`src/rtl/ov7670_stream_gen.sv`:
```
// ============================================================================
// Module      : ov7670_stream_gen
// Description : OV7670 output-side emulator. It turns RGB332 pixels into
//               vsync/href/RGB565 bytes. Define OV_PATTERN_EN to use internal
//               colour bars instead of px_data.
// Revision    : 1.0 - initial release
// ============================================================================
`default_nettype none

module ov7670_stream_gen #(
  parameter int H_ACTIVE     = 160,
  parameter int V_ACTIVE     = 120,
  parameter int H_BLANK      = 16,
  parameter int VSYNC_LINES  = 3,
  parameter int VBACK_LINES  = 17,
  parameter int VFRONT_LINES = 10,
  parameter int ADDR_W       = 15
) (
  input  logic              pclk,
  input  logic              in_reset,
  input  logic              en,
  input  logic [7:0]        px_data,
  output logic              px_rd,
  output logic [ADDR_W-1:0] px_addr,
  output logic              vsync,
  output logic              href,
  output logic [7:0]        dout,
  output logic              frame_done,
  output logic              busy
);

  localparam int LINE_CYC = 2*H_ACTIVE + H_BLANK;
  localparam int COL_W    = $clog2(LINE_CYC);
  localparam int LINE_W   = $clog2(VSYNC_LINES + VBACK_LINES + V_ACTIVE + VFRONT_LINES + 1);

  localparam logic [COL_W-1:0]  COL_LAST   = COL_W'(LINE_CYC - 1);
  localparam logic [COL_W-1:0]  COL_PRE    = COL_W'(LINE_CYC - 2);
  localparam logic [COL_W-1:0]  COL_HREF   = COL_W'(2*H_ACTIVE);
  localparam logic [COL_W-1:0]  COL_RD_END = COL_W'(2*H_ACTIVE - 2);
  localparam logic [LINE_W-1:0] VS_LAST    = LINE_W'(VSYNC_LINES - 1);
  localparam logic [LINE_W-1:0] VB_LAST    = LINE_W'(VBACK_LINES - 1);
  localparam logic [LINE_W-1:0] VA_LAST    = LINE_W'(V_ACTIVE - 1);
  localparam logic [LINE_W-1:0] VF_LAST    = LINE_W'(VFRONT_LINES - 1);
  localparam logic [ADDR_W-1:0] PIX_LAST   = ADDR_W'(H_ACTIVE*V_ACTIVE - 1);

  typedef enum logic [2:0] {
    S_IDLE   = 3'd0,
    S_VSYNC  = 3'd1,
    S_VBACK  = 3'd2,
    S_ACTIVE = 3'd3,
    S_VFRONT = 3'd4
  } state_t;

  state_t              state, state_n;
  logic [COL_W-1:0]    col, col_n;
  logic [LINE_W-1:0]   line, line_n, line_last;
  logic [7:0]          hold;
  logic [7:0]          pix;
  logic                href_n, rd_n, done_n;

  function automatic logic [7:0] hi_byte(input logic [7:0] p);
    return {p[7:5], p[7:6], p[4:2]};
  endfunction

  function automatic logic [7:0] lo_byte(input logic [7:0] p);
    return {p[4:2], p[1:0], p[1:0], p[1]};
  endfunction

  always_comb begin
    case (state)
      S_VSYNC:  line_last = VS_LAST;
      S_VBACK:  line_last = VB_LAST;
      S_ACTIVE: line_last = VA_LAST;
      default:  line_last = VF_LAST;
    endcase
  end

  always_comb begin
    state_n = state;
    col_n   = col;
    line_n  = line;
    if (state == S_IDLE) begin
      if (en) state_n = S_VSYNC;
      col_n  = '0;
      line_n = '0;
    end else if (col == COL_LAST) begin
      col_n = '0;
      if (line == line_last) begin
        line_n = '0;
        case (state)
          S_VSYNC:  state_n = S_VBACK;
          S_VBACK:  state_n = S_ACTIVE;
          S_ACTIVE: state_n = S_VFRONT;
          S_VFRONT: state_n = en ? S_VSYNC : S_IDLE;
          default:  state_n = S_IDLE;
        endcase
      end else begin
        line_n = line + 1'b1;
      end
    end else begin
      col_n = col + 1'b1;
    end
  end

  // Outputs are derived from the next position so that, once registered,
  // they line up with the state/col they describe.
  always_comb begin
    href_n = (state_n == S_ACTIVE) && (col_n < COL_HREF);
    done_n = (state_n == S_VFRONT) && (line_n == VF_LAST) && (col_n == COL_LAST);
`ifdef OV_PATTERN_EN
    rd_n = 1'b0;
    case ((int'(col_n >> 1) * 8) / H_ACTIVE)
      0:       pix = 8'hFF;
      1:       pix = 8'hFC;
      2:       pix = 8'h1F;
      3:       pix = 8'h1C;
      4:       pix = 8'hE3;
      5:       pix = 8'hE0;
      6:       pix = 8'h03;
      default: pix = 8'h00;
    endcase
`else
    // In-line fetches cover pixels 1..H-1; pixel 0 of the next line is
    // fetched two cycles before href rises.
    rd_n = ((state_n == S_ACTIVE) && !col_n[0] && (col_n < COL_RD_END)) ||
           ((col_n == COL_PRE) &&
            (((state_n == S_VBACK) && (line_n == VB_LAST)) ||
             ((state_n == S_ACTIVE) && (line_n != VA_LAST))));
    pix  = px_data;
`endif
  end

  always_ff @(posedge pclk) begin
    if (in_reset) begin
      state      <= S_IDLE;
      col        <= '0;
      line       <= '0;
      hold       <= '0;
      px_rd      <= 1'b0;
      px_addr    <= '0;
      vsync      <= 1'b0;
      href       <= 1'b0;
      dout       <= '0;
      frame_done <= 1'b0;
      busy       <= 1'b0;
    end else begin
      state      <= state_n;
      col        <= col_n;
      line       <= line_n;
      px_rd      <= rd_n;
      vsync      <= (state_n == S_VSYNC);
      href       <= href_n;
      frame_done <= done_n;
      busy       <= (state_n != S_IDLE);
      if (state_n == S_VSYNC)
        px_addr <= '0;
      else if (px_rd && (px_addr != PIX_LAST))
        px_addr <= px_addr + 1'b1;
      if (href_n && !col_n[0]) begin
        hold <= pix;
        dout <= hi_byte(pix);
      end else if (href_n) begin
        dout <= lo_byte(hold);
      end else begin
        dout <= '0;
      end
    end
  end

endmodule

`default_nettype wire
```
`config.mk`:
```
export PLATFORM = sky130hd
export DESIGN_NAME = ov7670_stream_gen
export DESIGN_NICKNAME = d
export VERILOG_FILES = /design/src/rtl/ov7670_stream_gen.sv
export SDC_FILE = /design/constraint.sdc
export NUM_CORES = 1
export LEC_CHECK = 0
export ABC_AREA = 1
export BUFFER_PORTS_ARGS = -buffer_cell sky130_fd_sc_hd__buf_2
export CAP_MARGIN = 10
export CELL_PAD_IN_SITES_DETAIL_PLACEMENT = 1
export CELL_PAD_IN_SITES_GLOBAL_PLACEMENT = 1
export CORE_ASPECT_RATIO = 0.75
export CORE_MARGIN = 4
export CORE_UTILIZATION = 40
export CTS_CLUSTER_SIZE = 40
export DETAILED_ROUTE_END_ITERATION = 7
export PLACE_DENSITY_LB_ADDON = 0.1
export SLEW_MARGIN = 20
export SYNTH_ARGS = -nofsm -noshare
export SYNTH_HDL_FRONTEND = slang
export SYNTH_SLANG_ARGS = --single-unit
```
`constraint.sdc`:
```
create_clock -name pclk -period 2.94 [get_ports pclk]
set_clock_uncertainty 0.15 [all_clocks]
set_input_delay 0.294 -clock pclk [delete_from_list [all_inputs] [get_ports pclk]]
set_output_delay 0.294 -clock pclk [all_outputs]
set_load 0.02 [all_outputs]
```
Word level (Yosys, flattened, before mapping) --
Index checks and enable logic that the tools add are counted.
Storage, ports and cells: bits in writable memories 0, bits in registers 53, latch bits 0, memory bits (read-only) 0, input port bits 11, logic and storage cells 62, memories kept 0
Operators by class: divide/modulo/power cells 0, reduce and logical (&&, ||, !) cells 16, add/subtract/negate cells 3, bitwise logic cells 0, eq/ne operators 16, $lt $le $gt $ge 2, shifts and indexed selects 0, multiplexer cells 14, multiply operators 0
Operators with widths (count):
- $mux 8 | 5
- $eq 9x9->1 const B | 3
- $pmux 7 s3 | 1
- $lt 9x9->1 const B | 2
- $mux 9 | 2
- $add 15x1->15 const B | 1
- $ne 15x15->1 const B | 1
- $eq 3x2->1 const B | 4
- $mux 3 | 4
- $pmux 3 s4 | 1
- $logic_and 1x1->1 | 10
- $add 9x1->9 const B | 1
- $add 8x1->8 const B | 1
- $eq 8x4->1 const B | 1
- $eq 8x5->1 const B | 1
- $eq 8x8->1 | 1
- $ne 8x7->1 const B | 1
- $eq 3x1->1 const B | 2
- $eq 3x3->1 const B | 2
- $logic_not 3->1 | 1
- $reduce_bool 3->1 | 1
- $logic_or 1x1->1 | 2
- $reduce_or 2->1 | 1
- $logic_not 1->1 | 1
- $mux 1 | 1

Longest topological paths before layout --
word-level depth 11, gate-level depth with buffers 16

Worst setup path after synthesis --
OpenSTA, ideal clock, no wires.
path type reg2reg, start reg col[0], end reg dout[7], period minus slack after synthesis 2.181 ns, path buffers 1, setup time 0.071 ns, required time 2.719 ns, slack 0.759 ns, data arrival time 1.960 ns, stages on the path, launching flop included 15, cell sequence dfxtp_1 ha_1 nand3_1 inv_1 nand2_2 inv_1 nand3_4 nand2_1 nand3_2 nor2_4 nand2_2 nor2_4 buf_6 nand3_1 a21oi_1
On the way: cells in the longest elaborated chain, start to end 7, elaborated cells on any way between the ends 13, those cells by class 1 x add/sub; 1 x order compare; 2 x eq/ne; 6 x mux; 3 x reduce/logical
Ends and longest elaborated chain:
- start: declaration | RTL line 55 | logic [COL_W-1:0] col, col_n;
- start signal: assignment | RTL line 148 | col <= col_n;
- $add 9x1->9 or $eq 9x9->1 (tied branches) | RTL line 101, 86
- $mux 9 or $mux 3 (tied branches) | RTL line 86 | end else if (col == COL_LAST) begin
- $mux 9 or $mux 3 (tied branches) | RTL line 82 | if (state == S_IDLE) begin
- $lt 9x9->1 or $eq 3x2->1 (tied branches) | RTL line 108 | href_n = (state_n == S_ACTIVE) && (col_n < COL_HREF);
- $logic_and 1x1->1 | RTL line 108
- $mux 8 or $logic_and 1x1->1 (tied branches) | RTL line 162, 159
- $mux 8 (*) | RTL line 159 | if (href_n && !col_n[0]) begin
- end signal: assignment | RTL line 161 | dout <= hi_byte(pix);
- end signal: assignment | RTL line 163 | dout <= lo_byte(hold);
- end: declaration | RTL line 27 | output logic [7:0] dout,
Mark *: on every way between the ends. The rest lies on a longest branch, timed or not. A chain may end at the register's enable or synchronous reset.

Worst setup path after layout --
start reg col[0], end reg dout[1]
Same word-level chain as after synthesis.

==> flow_metrics.tcl <==
set metrics [dict create \
    areaGrowthSynthToFinish_pct 15.33 \
    synth_edf_count 0 \
    async_flop_share_pct 0 \
    grt_pass1_wl_mm 14.06 \
    peakVddDrop_mv 0.1981 \
    syn_inst 429 \
    switching_power_mw 0.3442 \
    yosysTopAreaCell "dfxtp_1" \
    maxSlewViolCount 0 \
    rsz0062_at_grt "false" \
    fin_ws_ps 374.5 \
    core_area_sq_um 6864 \
    port_buffers 38 \
    cpPeakStageDelay_ps 370 \
    viasPerCell 4.967 \
    synthTopCellsByArea "dfxtp_1, nand2_1, inv_1, nor2_1, nand3_1" \
    ctsHtreeMaxLevel 2 \
    min_period_ps 2565 \
    sw_frac_of_total_pct 27.16 \
    io_pins 39 \
    avgSynthCellArea_sq_um 6.641 \
    synth_top_area_share_pct 37.24 \
    dp_slack_ps 146.5 \
    power_per_cell_area_nw_per_um2 385.7 \
    dr.pass1.iters 4 \
    hold_buffers 0 \
    tightest_slew_ps 424.3 \
    diodes 0 \
    combPwrFrac_pct 7.8 \
    yosysWarnings 0 \
    ant_nets 0 \
    critPathMaxFanout 8 \
    cts_buffers 5 \
    clk_latency_ps 310 \
    final_common_cell "nand2_1" \
    total_power_mw 1.267 \
    post-dp-hpwl_mm 6.546 \
    cp_cell_sequence "ha_1, nand3_1, inv_1, nand2_2, clkinvlp_4, nand3_4, nand2_1, nand3_2, nor2_4, nand2_2, nor2_4, buf_4, nand3_2, a21oi_1" \
    clkPwrFrac_pct 34.8 \
    place_congestion 0.8940 \
    cp-end-kind "register" \
    synthesis.nets 443 \
    mostFrequentLayoutCells "nand2_1, inv_1, dfxtp_1" \
    grt_pass1_vias 2816 \
    synth.distinct_cells 31 \
    finalHoldViolCount 0 \
    syn_area_sq_um 2849 \
    crit_path_start_kind "register" \
    routedWlPerCell_um 14.22 \
    crit_buf_inv 3 \
    min_path_type "primary input to register" \
    clock-sinks 53 \
    drt-total-wl_mm 8.147 \
    placementRows 26 \
    initial_utilization_pct 41.51 \
    timing.setup.tns_ps 0 \
    critPathTopFamily "simple AND/OR/NAND/NOR gates" \
    dieArea_sq_um 8551 \
    synth.yosys.seq_area_share_pct 37.24 \
    cp_data_required_time_ps 3040 \
    ctsLongestPathBuffers 2 \
    die_y_um 81.09 \
    drc 0 \
    synth.ff_latch_count 53 \
    p_leak_nw 1.480 \
    p_int_mw 0.9232 \
    grt_max_degree 34 \
    cts_tree "done" \
    arrival_ps 2660 \
    cts.clk_slew.worst_paths_ps 100 \
    path_class "register to register" \
    setup-violations-final 0 \
    drv_cap 0 \
    min_period_over_period_pct 87.26 \
    fin_nets 488 \
    grt_remaining_overflow 0 \
    outcome "finished clean" \
    antenna_found_initial 0 \
    synthFlopType "dfxtp_1" \
    die_w_um 105.5 \
    nFillCells 935 \
    drive_above_1_share_pct 17.89 \
    via_count 2846 \
    grtUsageTotal_pct 20.42 \
    drt_iter0_drc 128 \
    cts_root_buffer "clkbuf_8" \
    fmax_mhz 389.8 \
    pwr-share-seq_pct 57.3 \
    slew_headroom_pct 71.68 \
    slowest_stage "dfxtp_1" \
]
## area by class of cell
type | instances | area (sq um) | area share [%]
multi-input combinational | 305 | 1513 | 46.04
sequential | 53 | 1061 | 32.29
timing repair buffer | 47 | 257.7 | 7.845
inverter | 62 | 236.5 | 7.197
tap | 98 | 122.6 | 3.732
clock buffer | 5 | 68.82 | 2.094
clock inverter | 3 | 26.28 | 0.7997
## per-layer routing
layer,track usage [%],wire length [um],vias up
met4,4.325,67,0
met1,30.60,4278,1329
met3,3.813,441,8
li1,-,-,1455
met2,30.34,3359,54
met5,0,0,-
## power by group through the flow
stage | Clock (mW) | Combinational [mW] | Sequential [mW]
floorplan | 0 | 0.0633 | 0.743
global placement | 0 | 0.0979 | 0.743
detailed placement | 0 | 0.0989 | 0.743
CTS | 0.457 | 0.0991 | 0.727
global route | 0.484 | 0.112 | 0.728
finish | 0.442 | 0.0991 | 0.727
## path summary, 6_finish.rpt
check             start      end  slack, ps  depth (start not counted)
max              col[0]  dout[1]        370                         14
min          px_data[5]  dout[5]         70                          3
max reg2reg      col[0]  dout[1]        370                         14
min reg2reg     hold[1]  hold[1]        330                          2
## sequential cells by signal, summed over array words and instances (netlist names)
name	cells
frame_done	1
vsync	1
href	1
px_addr	15
col	9
state	3
dout	8
busy	1
line	8
hold	5
px_rd	1
## worst min-delay path: stages
cell and delay, ps:
buf_2 90, nand2_1 50, a21oi_1 60
## cell families after synthesis
| family | share of synthesized area (%) |
|---|---|
| adder cells (fa/ha/maj) | 1.318 |
| buffers and inverters | 9.749 |
| AND/OR/NAND/NOR | 42.38 |
| XOR/XNOR | 3.074 |
| flip-flops | 37.24 |
| AO/OA/AOI/OAI | 6.237 |
## synth_stat cells, types with 3 or more instances
cell / number
inv_1: 56
nor2_2: 4
nand3_2: 5
dfxtp_1: 53
nand3b_1: 3
inv_2: 4
nand3_1: 37
nand4_1: 13
nor2_1: 52
nand2_1: 106
clkbuf_1: 5
nor3_1: 15
nor4_1: 3
ha_1: 3
buf_2: 3
or2_2: 3
nand2_2: 7
nor3b_1: 4
xor2_1: 8
a21oi_1: 24
o21ai_0: 5
nor2_4: 3
## stage by stage
| stage | hold WS (ps) | cells | cell area (sq um) | util (%) |
|---|---|---|---|---|
| 6_report | 68.34 | 573 | 3286 | 47.87 |
| 4_1_cts | 59.22 | 570 | 3257 | 47.45 |
| 5_1_grt | 63.39 | 573 | 3286 | 47.87 |
| 3_5_place_dp | 313.0 | 562 | 3162 | 46.06 |
| 3_3_place_gp | 304.0 | 562 | 3162 | 46.06 |
| 2_1_floorplan | 289.9 | 429 | 2849 | - |
## what timing repair did
| item | 4_1_cts | 5_1_grt |
|---|---|---|
| gates resized for setup | 0 | 2 |
| setup endpoints to repair | 0 | 28 |
| buffers inserted | 0 | 3 |
Power figures use the tool's default switching activity.
